### src/rtl/ddr3_bus_arbiter.sv
// ---------------------------------------------------------------------------
// ddr3_bus_arbiter
//
// Shares the byte-wide CPU-side port of the DDR3 controller between two
// requesters: master 0 (Z80 CPU bus) and master 1 (DMA / video fetch).
// Requests are granted round-robin and the grant is held until the memory
// side accepts. Every accepted read leaves a one-bit tag (the issuing
// master) in a small FIFO, so read data returning later, in issue order,
// is steered back to whoever asked for it. The busy output feeds the status
// bit the test program polls on I/O port 0x30.
//
// Parameters
//   ADDR_W       memory address width
//   TAG_DEPTH    maximum outstanding reads (power of two, >= 2)
//
// Ports
//   clk, reset_n                 clock, synchronous active-low reset
//   m0_* / m1_*                  master request channels:
//      address, valid, write, wdata   (inputs, held stable until ready)
//      ready                          request accepted this cycle
//      rdata, rdata_en                returned read data, 1-cycle pulse
//   mem_address/valid/write/wdata    request towards the DDR3 controller
//   mem_ready                        controller accepts the request
//   mem_rdata, mem_rdata_en          read data coming back, in issue order
//   busy                             a master owns the port or reads pending
//   err_orphan                       sticky: read data arrived with no tag
// ---------------------------------------------------------------------------
module ddr3_bus_arbiter #(
    parameter int ADDR_W    = 24,
    parameter int TAG_DEPTH = 4
) (
    input  logic              clk,
    input  logic              reset_n,

    input  logic [ADDR_W-1:0] m0_address,
    input  logic              m0_valid,
    output logic              m0_ready,
    input  logic              m0_write,
    input  logic [7:0]        m0_wdata,
    output logic [7:0]        m0_rdata,
    output logic              m0_rdata_en,

    input  logic [ADDR_W-1:0] m1_address,
    input  logic              m1_valid,
    output logic              m1_ready,
    input  logic              m1_write,
    input  logic [7:0]        m1_wdata,
    output logic [7:0]        m1_rdata,
    output logic              m1_rdata_en,

    output logic [ADDR_W-1:0] mem_address,
    output logic              mem_valid,
    input  logic              mem_ready,
    output logic              mem_write,
    output logic [7:0]        mem_wdata,
    input  logic [7:0]        mem_rdata,
    input  logic              mem_rdata_en,

    output logic              busy,
    output logic              err_orphan
);

    localparam int PTR_W = $clog2(TAG_DEPTH);

    localparam logic [PTR_W-1:0] PTR_ONE    = PTR_W'(1);
    localparam logic [PTR_W:0]   CNT_ONE    = (PTR_W + 1)'(1);
    localparam logic [PTR_W:0]   CNT_FULL   = (PTR_W + 1)'(TAG_DEPTH);

    typedef enum logic [1:0] {
        IDLE = 2'd0,
        OWN0 = 2'd1,
        OWN1 = 2'd2
    } state_t;

    state_t             state;
    logic               last_served;

    logic [TAG_DEPTH-1:0] tag_mem;
    logic [PTR_W-1:0]   wr_ptr;
    logic [PTR_W-1:0]   rd_ptr;
    logic [PTR_W:0]     count;

    logic               tag_empty;
    logic               tag_full;
    logic               tag_head;
    logic               accept;
    logic               push;
    logic               pop;

    // FIFO status flags and the master id waiting at the head of the queue.
    assign tag_empty = (count == '0);
    assign tag_full  = (count == CNT_FULL);
    assign tag_head  = tag_mem[rd_ptr];

    // Request mux towards the controller. Only the owning master is
    // forwarded; in IDLE everything is driven to zero so the controller sees
    // a quiet bus. A read is held back while the tag FIFO is full because
    // there would be nowhere to remember who issued it, but writes never
    // produce return data and can still go through.
    always_comb begin
        mem_address = '0;
        mem_write   = 1'b0;
        mem_wdata   = 8'd0;
        mem_valid   = 1'b0;
        case (state)
            OWN0: begin
                mem_address = m0_address;
                mem_write   = m0_write;
                mem_wdata   = m0_wdata;
                mem_valid   = m0_valid & (m0_write | ~tag_full);
            end
            OWN1: begin
                mem_address = m1_address;
                mem_write   = m1_write;
                mem_wdata   = m1_wdata;
                mem_valid   = m1_valid & (m1_write | ~tag_full);
            end
            default: begin
                mem_address = '0;
                mem_write   = 1'b0;
                mem_wdata   = 8'd0;
                mem_valid   = 1'b0;
            end
        endcase
    end

    // A transfer happens when the controller takes the forwarded request.
    // Ready goes back only to the owner; accepted reads are tagged, and any
    // returning beat with a tag available retires the head entry.
    assign accept   = mem_valid & mem_ready;
    assign m0_ready = accept & (state == OWN0);
    assign m1_ready = accept & (state == OWN1);
    assign push     = accept & ~mem_write;
    assign pop      = mem_rdata_en & ~tag_empty;

    // Return routing is purely combinational so the master sees its data in
    // the very cycle the controller presents it. The data bus of the master
    // that is not addressed stays at zero.
    always_comb begin
        m0_rdata_en = pop & ~tag_head;
        m1_rdata_en = pop &  tag_head;
        m0_rdata    = m0_rdata_en ? mem_rdata : 8'd0;
        m1_rdata    = m1_rdata_en ? mem_rdata : 8'd0;
    end

    // Ownership state machine. From IDLE a lone requester wins outright and
    // a tie goes to the master that was not served last. Once a transfer is
    // accepted the valid still visible belongs to that same transfer, so the
    // decision looks only at the other master: hand over if it is waiting,
    // otherwise drop back to IDLE. If the owner withdraws its request without
    // being accepted the grant is released as well.
    always_ff @(posedge clk) begin
        if (!reset_n) begin
            state       <= IDLE;
            last_served <= 1'b1;
        end else begin
            case (state)
                IDLE: begin
                    if (m0_valid && m1_valid) begin
                        state <= last_served ? OWN0 : OWN1;
                    end else if (m0_valid) begin
                        state <= OWN0;
                    end else if (m1_valid) begin
                        state <= OWN1;
                    end
                end
                OWN0: begin
                    if (accept) begin
                        last_served <= 1'b0;
                        state       <= m1_valid ? OWN1 : IDLE;
                    end else if (!m0_valid) begin
                        state <= IDLE;
                    end
                end
                OWN1: begin
                    if (accept) begin
                        last_served <= 1'b1;
                        state       <= m0_valid ? OWN0 : IDLE;
                    end else if (!m1_valid) begin
                        state <= IDLE;
                    end
                end
                default: begin
                    state <= IDLE;
                end
            endcase
        end
    end

    // Tag FIFO bookkeeping. The stored bit is the id of the master that
    // issued the read. A push and a pop in the same cycle move both pointers
    // and leave the occupancy alone. A push can never hit a full FIFO since
    // reads are stalled upstream while full.
    always_ff @(posedge clk) begin
        if (!reset_n) begin
            tag_mem <= '0;
            wr_ptr  <= '0;
            rd_ptr  <= '0;
            count   <= '0;
        end else begin
            if (push) begin
                tag_mem[wr_ptr] <= (state == OWN1);
                wr_ptr          <= wr_ptr + PTR_ONE;
            end
            if (pop) begin
                rd_ptr <= rd_ptr + PTR_ONE;
            end
            case ({push, pop})
                2'b10:   count <= count + CNT_ONE;
                2'b01:   count <= count - CNT_ONE;
                default: count <= count;
            endcase
        end
    end

    // Read data with no outstanding tag means the controller and the
    // arbiter disagree about what is in flight. Flag it and keep the flag
    // until the next reset so software can find it later.
    always_ff @(posedge clk) begin
        if (!reset_n) begin
            err_orphan <= 1'b0;
        end else if (mem_rdata_en && tag_empty) begin
            err_orphan <= 1'b1;
        end
    end

    // Busy while a master holds the port or any read is still owed.
    assign busy = (state != IDLE) | (count != '0);

endmodule

### config.mk
export PLATFORM = sky130hd
export DESIGN_NAME = ddr3_bus_arbiter
export DESIGN_NICKNAME = d
export VERILOG_FILES = /design/src/rtl/ddr3_bus_arbiter.sv
export SDC_FILE = /design/constraint.sdc
export NUM_CORES = 1
export LEC_CHECK = 0
export BUFFER_PORTS_ARGS = -buffer_cell sky130_fd_sc_hd__buf_2
export CAP_MARGIN = 15
export CORE_MARGIN = 1
export CORE_UTILIZATION = 39
export CTS_BUF_LIST = sky130_fd_sc_hd__clkbuf_8
export DETAILED_ROUTE_END_ITERATION = 8
export GPL_TIMING_DRIVEN = 0
export PLACE_DENSITY = 0.84
export SYNTH_ARGS = -nofsm -noshare
export SYNTH_HDL_FRONTEND = slang
export SYNTH_SLANG_ARGS = --single-unit
### constraint.sdc
create_clock -name clk -period 3.5 [get_ports clk]
set_clock_uncertainty 0.1 [all_clocks]
set_input_delay 0.175 -clock clk [delete_from_list [all_inputs] [get_ports clk]]
set_output_delay 0.175 -clock clk [all_outputs]
set_load 0.05 [all_outputs]
==> impl_metrics.tcl, run 1 <==
set metrics [dict create \
    global_route_met2_utilization_pct 43.0 \
    synth_cell_type_count 42 \
    postSynthCellCount 198 \
    outcome "completed" \
    ant_nets 0 \
    setup-tns-final_ns 0 \
    residual_drc_count 0 \
    final_min_period_over_clock_period_pct 84.9 \
    final_common_cell "sky130_fd_sc_hd__buf_2" \
    slew-limit-headroom_pct 64.5 \
    synth-main-ff-cell "sky130_fd_sc_hd__dfxtp_1" \
    post_cts_hold_buffer_count 0 \
    min_period_ns 2.97 \
    worstSkewPairLatency_ns 0.25 \
    grt_first_pass_wirelength_um 7910 \
    power_density_nw_per_um2 339 \
    global_route.peak_usage_layer "met2" \
    r2r_end "count[2]" \
    post-cts-setup-buffers 0 \
    cts_root_buf "sky130_fd_sc_hd__clkbuf_8" \
    yosys_warnings 0 \
    route.detailed.vias_per_inst 5.24 \
    clkSlewWorstSetupHoldPaths_ns 0.06 \
    synthToLayoutAreaGrowth_pct 49.9 \
    seq_area_frac_synth_pct 19.2 \
    fin_ws_ns 0.528 \
    maximum_fanout_count_along_the_critical_path 10 \
    hp-class "input pin to flop" \
    io_pins 136 \
    synth_top_cell_by_area "sky130_fd_sc_hd__dfxtp_1" \
    cts-htree-levels 1 \
    critPathLaunchType "flop" \
    timing.final.setup_violations 0 \
    rsz_0062_raised_after_global_routing "false" \
    cp-startpoint "state[1]" \
    grtUsageTotal_pct 23.5 \
    dp_slack_ns 0.536 \
    diode_insertion_count_for_antenna_repair 0 \
    gp_routability_congestion 0.834 \
    post_synth_main_area_contributors "sky130_fd_sc_hd__dfxtp_1, sky130_fd_sc_hd__a22oi_1, sky130_fd_sc_hd__nor2b_1, sky130_fd_sc_hd__ha_1, sky130_fd_sc_hd__and2_1" \
    initialDrtViolationCount 79 \
    peakVddDrop_uv 177 \
    max_slew_violations 0 \
    number_of_antenna_violations_at_the_first_check_in_global_routing 0 \
    max_freq_mhz 337 \
    ys_async_sr_fraction_pct 0 \
    groute.layer.met1.usage_pct 25.6 \
    grt_max_degree 11 \
    final_net_count 428 \
    cts_max_path_buffers 2 \
    worst-r2r-setup-slack_ns 0.53 \
    synth-edff-count 0 \
    worst_pin_slew_ns 0.533 \
    die_w_um 65.4 \
    mappedNetlistArea_um2 1570 \
    use_met3_pct 4.34 \
    drt-wirelength-per-cell_um 12.6 \
    worstRegToRegCells 13 \
    worst_ep_required_time_ns 3.58 \
    cts-buffers-inserted 3 \
    detailedPlacementHpwl_um 4080 \
    r2r-start "state[1]" \
    drive_gt1_share_pct 44.2 \
    path_class "flop to flop" \
    drv_cap 0 \
    timing.critical_path.to_type "flop" \
    fill_cells 342 \
    clock_sinks 15 \
    postSynthRegisterBits 15 \
    die_footprint_um2 4270 \
    mappedNetlistNets 288 \
    floorplan.core_area_um2 3740 \
    cts_tree "yes" \
    p_leak_nw 1.22 \
    portBuffers 135 \
    worst_ep_arrival_time_ns 3.05 \
    cp-endpoint "count[2]" \
    most_frequent_cells_in_the_layout "sky130_fd_sc_hd__buf_2, sky130_fd_sc_hd__nor2b_1, sky130_fd_sc_hd__a22oi_1, sky130_fd_sc_hd__dfxtp_1" \
    initial_utilization_pct 41.8 \
    first_global_vias 1835 \
    timing.final.hold_violations 0 \
    grt_remaining_overflow 0 \
    cts_repair_resize_count 0 \
    vias 2018 \
    rows 22 \
    detail_route.wirelength_um 4870 \
    fp.dieH_um 65.4 \
    first_pass_iters 4 \
    syn_avg_cell_area_um2 7.91 \
    yosys.area.top_type_share_pct 19.2 \
]
-- worst max-delay path, stage by stage (launching register included) --
cell and delay [ns]:
sky130_fd_sc_hd__dfxtp_1 0.40, sky130_fd_sc_hd__inv_1 0.08, sky130_fd_sc_hd__ha_1 0.20, sky130_fd_sc_hd__buf_6 0.15, sky130_fd_sc_hd__a22oi_2 0.18, sky130_fd_sc_hd__o211ai_2 0.20, sky130_fd_sc_hd__and3_1 0.30, sky130_fd_sc_hd__inv_1 0.08
sky130_fd_sc_hd__ha_1 0.18, sky130_fd_sc_hd__inv_1 0.06, sky130_fd_sc_hd__fa_1 0.37, sky130_fd_sc_hd__xor2_1 0.16, sky130_fd_sc_hd__or3_1 0.30, sky130_fd_sc_hd__a21oi_1 0.14
-- kinds of logic after synthesis --
family,count (synthesis),synth area share (%)
buf+inv,25,7.03
xor+xnor,4,2.24
flops,15,19.2
simple gates,87,32.8
fa+ha+maj,10,8.47
compound gates,50,25.0
mux,7,5.28
-- where the power goes --
part / internal [W] / leakage (nW) / switching, W / total, W
Combinational: 0.000165 / 1.07 / 0.000304 / 0.000469
Clock: 0.0000776 / 0.0269 / 0.0000602 / 0.000138
Sequential: 0.000179 / 0.122 / 0.00000934 / 0.000188
-- metal layers --
metal	wire length (um)	vias to the layer above
li1	-	988
met1	1870	910
met2	2470	106
met3	377	14
met4	151	0
met5	0	-
-- state kept, by name, summed over array words and instances (netlist names) --
signal and count:
count 3, last_served 1, state 2, rd_ptr 2
tag_mem 4, wr_ptr 2, err_orphan 1
-- per-stage QoR --
stage | hold WS [ns] | util (%) | total power (W) | std cells | area [um2]
CTS | 0.0825 | 62.7 | 0.000796 | 385 | 2350
global placement | 0.320 | 61.5 | 0.000655 | 381 | 2300
detailed placement | 0.333 | 61.5 | 0.000662 | 381 | 2300
finish | 0.0753 | 62.7 | 0.000795 | 385 | 2350
global route | 0.0848 | 62.7 | 0.000849 | 385 | 2350
floorplan | 0.216 | - | 0.000533 | 198 | 1570
-- synthesized netlist by cell type, types with 2 or more instances --
| cell type | instances |
|---|---|
| sky130_fd_sc_hd__nor2b_1 | 34 |
| sky130_fd_sc_hd__a22oi_1 | 33 |
| sky130_fd_sc_hd__dfxtp_1 | 15 |
| sky130_fd_sc_hd__and2_1 | 11 |
| sky130_fd_sc_hd__clkbuf_1 | 11 |
| sky130_fd_sc_hd__nand2_1 | 11 |
| sky130_fd_sc_hd__and3_1 | 10 |
| sky130_fd_sc_hd__inv_1 | 10 |
| sky130_fd_sc_hd__ha_1 | 9 |
| sky130_fd_sc_hd__nor2_1 | 7 |
| sky130_fd_sc_hd__mux2i_1 | 6 |
| sky130_fd_sc_hd__nand4_1 | 4 |
| sky130_fd_sc_hd__a21oi_1 | 3 |
| sky130_fd_sc_hd__xor2_1 | 3 |
| sky130_fd_sc_hd__buf_4 | 2 |
| sky130_fd_sc_hd__nand3_1 | 2 |
| sky130_fd_sc_hd__o211ai_1 | 2 |
-- how the worst min path moves through the flow --
stage | from | to | depth (start not counted)
6_report | mem_rdata_en | err_orphan | 3
5_1_grt | mem_rdata_en | err_orphan | 3
4_1_cts | mem_rdata_en | err_orphan | 3
3_5_place_dp | mem_rdata_en | err_orphan | 3
3_3_place_gp | mem_rdata_en | err_orphan | 3
2_1_floorplan | mem_rdata_en | err_orphan | 2
-- cell type report --
cell class	instances	area [um2]	share of cell area (%)
multi-input combinational	158	1150	49.2
timing repair buffer	135	676	28.8
sequential	15	300	12.8
buffer	15	72.6	3.09
tap	48	60.1	2.56
clock buffer	3	41.3	1.76
inverter	10	37.5	1.60
clock inverter	1	3.75	0.160
No activity file was read; power rests on OpenSTA's default activity.
==> run 2, diff against run 1 <==
CORE_UTILIZATION = 36   (was 39)
PLACE_DENSITY = 0.82   (was 0.84)
clock period = 2.7 ns   (was 3.5 ns; I/O delays follow)
==> run 2 against run 1 <==
Combinational power up 39%. Largest power group unchanged. Count of clock-buffer cells in the layout unchanged. Via count down 0.84%. Sequential power up 31%. Design area up 4.9%. Global-route usage down 2.9 points. Critical path type unchanged. Register-to-register slack worse by 0.42 ns.
==> impl_metrics.tcl, run 2 (same netlist as run 1, synthesis figures left out) <==
set metrics [dict create \
    drv_cap 0 \
    timing.hold.worst_path_depth 3 \
    grtUsageTotal_pct 20.6 \
    critical-path-slowest-cell "sky130_fd_sc_hd__dfxtp_4" \
    regMostFlops "tag_mem" \
    slew-limit-headroom_pct 70.1 \
    worst_pin_slew_ns 0.448 \
    drt-wirelength-per-cell_um 12.5 \
    gp_routability_congestion 0.878 \
    peakVddDrop_uv 205 \
    final_design_area_no_fill_um2 2460 \
    path_class "flop to flop" \
    worstRegToRegCells 12 \
    portBuffers 135 \
    top_regs "tag_mem: 4 flops, count: 3 flops" \
    die_footprint_um2 4620 \
    initial_utilization_pct 38.3 \
    outcome "completed" \
    worstSkewPairLatency_ns 0.25 \
    final_common_cell "sky130_fd_sc_hd__buf_2" \
    area_after_detailed_placement_um2 2300 \
    post_cts_hold_buffer_count 0 \
    power.total_w 0.00109 \
    io_pins 136 \
    clkSlewWorstSetupHoldPaths_ns 0.06 \
    ant_nets 0 \
    worstPathCellList "inv_2 > ha_4 > and2_1 > buf_6 > and3_4 > inv_1 > ha_2 > inv_2 > fa_2 > xor2_1 > or3_1 > a21oi_2" \
    max_freq_mhz 385 \
    power_density_nw_per_um2 441 \
    detail_route.wirelength_um 4890 \
    vias 2001 \
    cts-buffers-inserted 3 \
    initialDrtViolationCount 62 \
    critPathLaunchType "flop" \
    die_w_um 67.9 \
    first_global_vias 1743 \
    timing.final.setup_violations 0 \
    final_min_period_over_clock_period_pct 96.1 \
    min_period_ns 2.59 \
    max_slew_violations 0 \
    most_frequent_cells_in_the_layout "sky130_fd_sc_hd__buf_2, sky130_fd_sc_hd__nor2b_1, sky130_fd_sc_hd__a22oi_1, sky130_fd_sc_hd__dfxtp_1" \
    number_of_antenna_violations_at_the_first_check_in_global_routing 0 \
    path_common_cell "sky130_fd_sc_hd__inv_2" \
    rsz_0062_raised_after_global_routing "false" \
    cts-htree-levels 1 \
    grt_first_pass_wirelength_um 7370 \
    worst_ep_arrival_time_ns 2.68 \
    first_pass_iters 4 \
    floorplan.core_area_um2 4090 \
    drive_gt1_share_pct 49.1 \
    route.detailed.vias_per_inst 5.10 \
    p_leak_nw 1.24 \
    hold_ws_ns 0.0339 \
    grt_remaining_overflow 0 \
    residual_drc_count 0 \
    final_net_count 433 \
    largest_register_ff_count 4 \
    hp-class "input pin to flop" \
    timing.critical_path.slowest_cell_delay_ns 0.37 \
    timing.final.hold_violations 0 \
    grt_max_degree 11 \
    cts_tree "yes" \
    diode_insertion_count_for_antenna_repair 0 \
    detailedPlacementHpwl_um 3970 \
    worst_ep_required_time_ns 2.78 \
    synthToLayoutAreaGrowth_pct 57.2 \
    fill_cells 380 \
    clock_sinks 15 \
    rows 23 \
    fp.dieH_um 67.9 \
    cts_root_buf "sky130_fd_sc_hd__clkbuf_8" \
    timing.critical_path.to_type "flop" \
    cts_max_path_buffers 2 \
    maximum_fanout_count_along_the_critical_path 10 \
]
[run 2: cell types whose count changed in the layout (fill, tap and decap cells not counted), moves of 2 or more]
cell | before | now
sky130_fd_sc_hd__ha_1 | 9 | 5
sky130_fd_sc_hd__inv_1 | 11 | 7
sky130_fd_sc_hd__ha_4 | 0 | 3
sky130_fd_sc_hd__inv_2 | 0 | 3
sky130_fd_sc_hd__buf_4 | 2 | 6
sky130_fd_sc_hd__dfxtp_1 | 15 | 13
[run 2: path summary, 6_finish.rpt]
path         slack (ns)         end          from
max                0.11    count[2]      state[0]
min                0.03  err_orphan  mem_rdata_en
max reg2reg        0.11    count[2]      state[0]
min reg2reg        0.36  tag_mem[2]    tag_mem[2]
[run 2: area by class of cell]
type | instances | area [um2] | share of cell area, %
well taps | 50 | 62.6 | 2.54
clock buffers | 3 | 41.3 | 1.68
plain buffers | 14 | 68.8 | 2.80
repair buffers | 141 | 721 | 29.3
clock inverters | 1 | 5.00 | 0.203
flip-flops and latches | 15 | 305 | 12.4
multi-input cells | 158 | 1220 | 49.6
inverters | 10 | 37.5 | 1.53
[run 2: where the power goes]
| part | switching, W | internal [W] | leakage, nW |
|---|---|---|---|
| combinational | 0.000407 | 0.000247 | 1.09 |
| sequential | 0.0000129 | 0.000233 | 0.123 |
| clock | 0.0000830 | 0.000102 | 0.0255 |
| total | 0.000503 | 0.000583 | 1.24 |
[run 2: metrics by stage]
step / TNS [ns] / utilization [%] / worst slack, ns / instances
final: 0 / 60.2 / 0.105 / 392
after global routing: 0 / 60.2 / 0.0154 / 392
after CTS: 0 / 58.9 / 0.0108 / 391
after detailed placement: -0.423 / 56.4 / -0.281 / 383
after global placement: -0.245 / 56.4 / -0.170 / 383
after floorplan: 0 / - / 0.00183 / 198
[run 2: layer usage]
layer  share of wire (%)  GRT usage, %  up-vias
met3                 7.1          2.33        4
li1                    -             -      998
met1                  39          23.2      907
met5                   0             0        -
met4                0.90          6.25        0
met2                  53          39.5       92
[run 2: critical path: cells and delay by family, from the launching register on]
| kind | cells | cell delay (ns) |
|---|---|---|
| AOI/OAI and AO/OA | 1 | 0.12 |
| buffers and inverters | 4 | 0.34 |
| xor gates and xnor gates | 1 | 0.15 |
| and+or+nand+nor | 3 | 0.69 |
| DFF | 1 | 0.37 |
| adders and majority gates | 3 | 0.77 |
[run 2: what timing repair did]
item	in CTS	in global routing
setup endpoints to repair	2	1
pin swaps	3	7
gates resized for setup	7	13
setup buffers	4	2
==> run 3, diff against run 2 <==
CORE_UTILIZATION = 35   (was 36)
CTS_BUF_LIST = sky130_fd_sc_hd__clkbuf_4 sky130_fd_sc_hd__clkbuf_8 sky130_fd_sc_hd__clkbuf_16   (was sky130_fd_sc_hd__clkbuf_8)
PLACE_DENSITY = 0.8   (was 0.82)
==> run 3 against run 2 <==
Combinational power down 2%. Design area fell by 1.7%. Routed wire length grew 3.3%. Cell count down 0.51%. First-iteration DRC count rose by 21%. Flip-flop and latch count unchanged. Sequential share of layout area increased by 0.11 points. Setup slack gained 0.0073 ns. Critical path type unchanged.
==> impl_metrics.tcl, run 3 (same netlist as run 1, synthesis figures left out) <==
set metrics [dict create \
    detail_route.wirelength_um 5040 \
    rows 23 \
    cts-htree-levels 1 \
    min_to "err_orphan" \
    worstRegToRegCells 13 \
    worstSkewPairLatency_ns 0.25 \
    max_slew_violations 0 \
    maximum_fanout_count_along_the_critical_path 10 \
    total_switching_power_w 0.000494 \
    power.sequential.fraction_pct 22.8 \
    final_min_period_over_clock_period_pct 95.8 \
    residual_drc_count 0 \
    cts_root_buf "sky130_fd_sc_hd__clkbuf_8" \
    critPathLaunchType "flop" \
    initialDrtViolationCount 75 \
    timing.final.setup_violations 0 \
    power.share.combinational_pct 59.3 \
    final_common_cell "sky130_fd_sc_hd__buf_2" \
    fp.dieH_um 68.9 \
    final_cell_count_no_fill 390 \
    critical-path-slowest-cell "sky130_fd_sc_hd__dfxtp_2" \
    synthToLayoutAreaGrowth_pct 54.5 \
    grt_remaining_overflow 0 \
    grt_max_degree 11 \
    area_after_detailed_placement_um2 2300 \
    floorplan.core_area_um2 4140 \
    hp-start "mem_rdata_en" \
    min_period_ns 2.59 \
    grt_first_pass_wirelength_um 7770 \
    die_w_um 68.9 \
    worst_ep_required_time_ns 2.78 \
    dp_cells 383 \
    path_class "flop to flop" \
    post_cts_hold_buffer_count 0 \
    worst_pin_slew_ns 0.464 \
    detailedPlacementHpwl_um 4030 \
    fill_cells 396 \
    r2r-start "state[1]" \
    timing.critical_path.to_type "flop" \
    peakVddDrop_uv 203 \
    power.total_w 0.00108 \
    diode_insertion_count_for_antenna_repair 0 \
    drv_cap 0 \
    p_leak_nw 1.23 \
    route.detailed.vias_per_inst 5.04 \
    first_global_vias 1864 \
    internal_power_of_the_cells_w 0.000583 \
    cp_num_buf_inv 4 \
    largest_register_ff_count 4 \
    gp_routability_congestion 0.846 \
    die_footprint_um2 4740 \
    portBuffers 135 \
    cts_tree "yes" \
    hp-class "input pin to flop" \
    clkSlewWorstSetupHoldPaths_ns 0.06 \
    cts_max_path_buffers 2 \
    final_design_area_no_fill_um2 2420 \
    p_clk_share_pct 18.0 \
    final_core_utilization_pct 58.4 \
    grtUsageTotal_pct 21.5 \
    ant_nets 0 \
    number_of_antenna_violations_at_the_first_check_in_global_routing 0 \
    dp_slack_ns -0.254 \
    power_density_nw_per_um2 445 \
    vias 1967 \
    top_regs "tag_mem: 4 flops, count: 3 flops" \
    initial_utilization_pct 37.8 \
    first_pass_iters 4 \
    timing.hold.worst_path_depth 3 \
    timing.critical_path.slowest_cell_delay_ns 0.34 \
    switching_share_pct 45.9 \
    r2r_end "count[2]" \
    drive_gt1_share_pct 47.9 \
    timing.final.hold_violations 0 \
    worst-r2r-setup-slack_ns 0.11 \
    cts-buffers-inserted 3 \
    crit_family "adder cells" \
    drt-wirelength-per-cell_um 12.9 \
    most_frequent_cells_in_the_layout "sky130_fd_sc_hd__buf_2, sky130_fd_sc_hd__nor2b_1, sky130_fd_sc_hd__a22oi_1, sky130_fd_sc_hd__dfxtp_1" \
    fin_ws_ns 0.113 \
    clock_sinks 15 \
    max_freq_mhz 387 \
    regMostFlops "tag_mem" \
    io_pins 136 \
    final_net_count 431 \
    slew-limit-headroom_pct 69.1 \
    outcome "completed" \
    worst_ep_arrival_time_ns 2.67 \
    worstPathCellList "inv_2 > ha_2 > buf_6 > a22oi_2 > o211ai_4 > and3_4 > inv_1 > ha_2 > inv_1 > fa_2 > xor2_1 > or3_1 > a21oi_1" \
]
run 3: cell types whose count changed in the layout (fill, tap and decap cells not counted):
cell	change
sky130_fd_sc_hd__ha_2	+2
sky130_fd_sc_hd__ha_4	-2
sky130_fd_sc_hd__inv_1	+2
sky130_fd_sc_hd__inv_2	-2
sky130_fd_sc_hd__a21oi_1	+1
sky130_fd_sc_hd__a21oi_2	-1
sky130_fd_sc_hd__buf_4	-1
sky130_fd_sc_hd__buf_6	-1
sky130_fd_sc_hd__clkbuf_4	+1
sky130_fd_sc_hd__clkinv_2	-1
sky130_fd_sc_hd__dfxtp_2	+1
sky130_fd_sc_hd__dfxtp_4	-1
run 3: worst max path at each step:
stage | to | cells past startpoint | slack, ns | startpoint
global placement | count[2] | 13 | -0.18 | state[1]
finish | count[2] | 13 | 0.11 | state[1]
floorplan | count[2] | 13 | 0.002 | state[1]
detailed placement | count[2] | 13 | -0.25 | state[1]
global route | count[2] | 13 | -0.01 | state[0]
CTS | count[2] | 12 | 0.0008 | state[0]
run 3: layout make-up:
cell class	instances	area [um2]	share of cell area [%]
multi-input combinational	158	1200	49.5
timing repair buffer	138	698	28.9
sequential	15	303	12.5
buffer	15	72.6	3.00
tap	50	62.6	2.59
clock buffer	4	48.8	2.02
inverter	10	37.5	1.55
run 3: power groups by stage:
stage                     combinational [W]  sequential (W)  clock (W)
after floorplan                    0.000439        0.000251          0
after global placement             0.000598        0.000248          0
after detailed placement           0.000606        0.000249          0
after CTS                          0.000627        0.000244   0.000195
after global routing               0.000690        0.000247   0.000207
final                              0.000639        0.000245   0.000193
run 3: stage by stage:
step,hold WS (ns),setup TNS [ns]
after floorplan,0.176,0
after global placement,0.278,-0.239
after detailed placement,0.302,-0.345
after CTS,0.0464,0
after global routing,0.0539,-0.00954
final,0.0448,0
run 3: repair_timing:
| action | 4_1_cts | 5_1_grt |
|---|---|---|
| buffers inserted | 2 | 1 |
| pin swaps | 2 | 4 |
| resized for setup | 8 | 5 |
| setup endpoints to repair | 2 | 1 |
run 3: per-layer routing:
metal  vias up  global-route usage, %  wire, um
li1        992                      -         -
met1       877                   21.6      1940
met2        92                   43.0      2650
met3         6                   4.28       379
met4         0                   7.40        75
met5         -                      0         0
run 3: worst reg2reg max path: stages, from the launching register on:
cell and delay, ns:
sky130_fd_sc_hd__dfxtp_2 0.34, sky130_fd_sc_hd__inv_2 0.06, sky130_fd_sc_hd__ha_2 0.18, sky130_fd_sc_hd__buf_6 0.14, sky130_fd_sc_hd__a22oi_2 0.23, sky130_fd_sc_hd__o211ai_4 0.10, sky130_fd_sc_hd__and3_4 0.18, sky130_fd_sc_hd__inv_1 0.06
sky130_fd_sc_hd__ha_2 0.18, sky130_fd_sc_hd__inv_1 0.05, sky130_fd_sc_hd__fa_2 0.33, sky130_fd_sc_hd__xor2_1 0.15, sky130_fd_sc_hd__or3_1 0.30, sky130_fd_sc_hd__a21oi_1 0.11
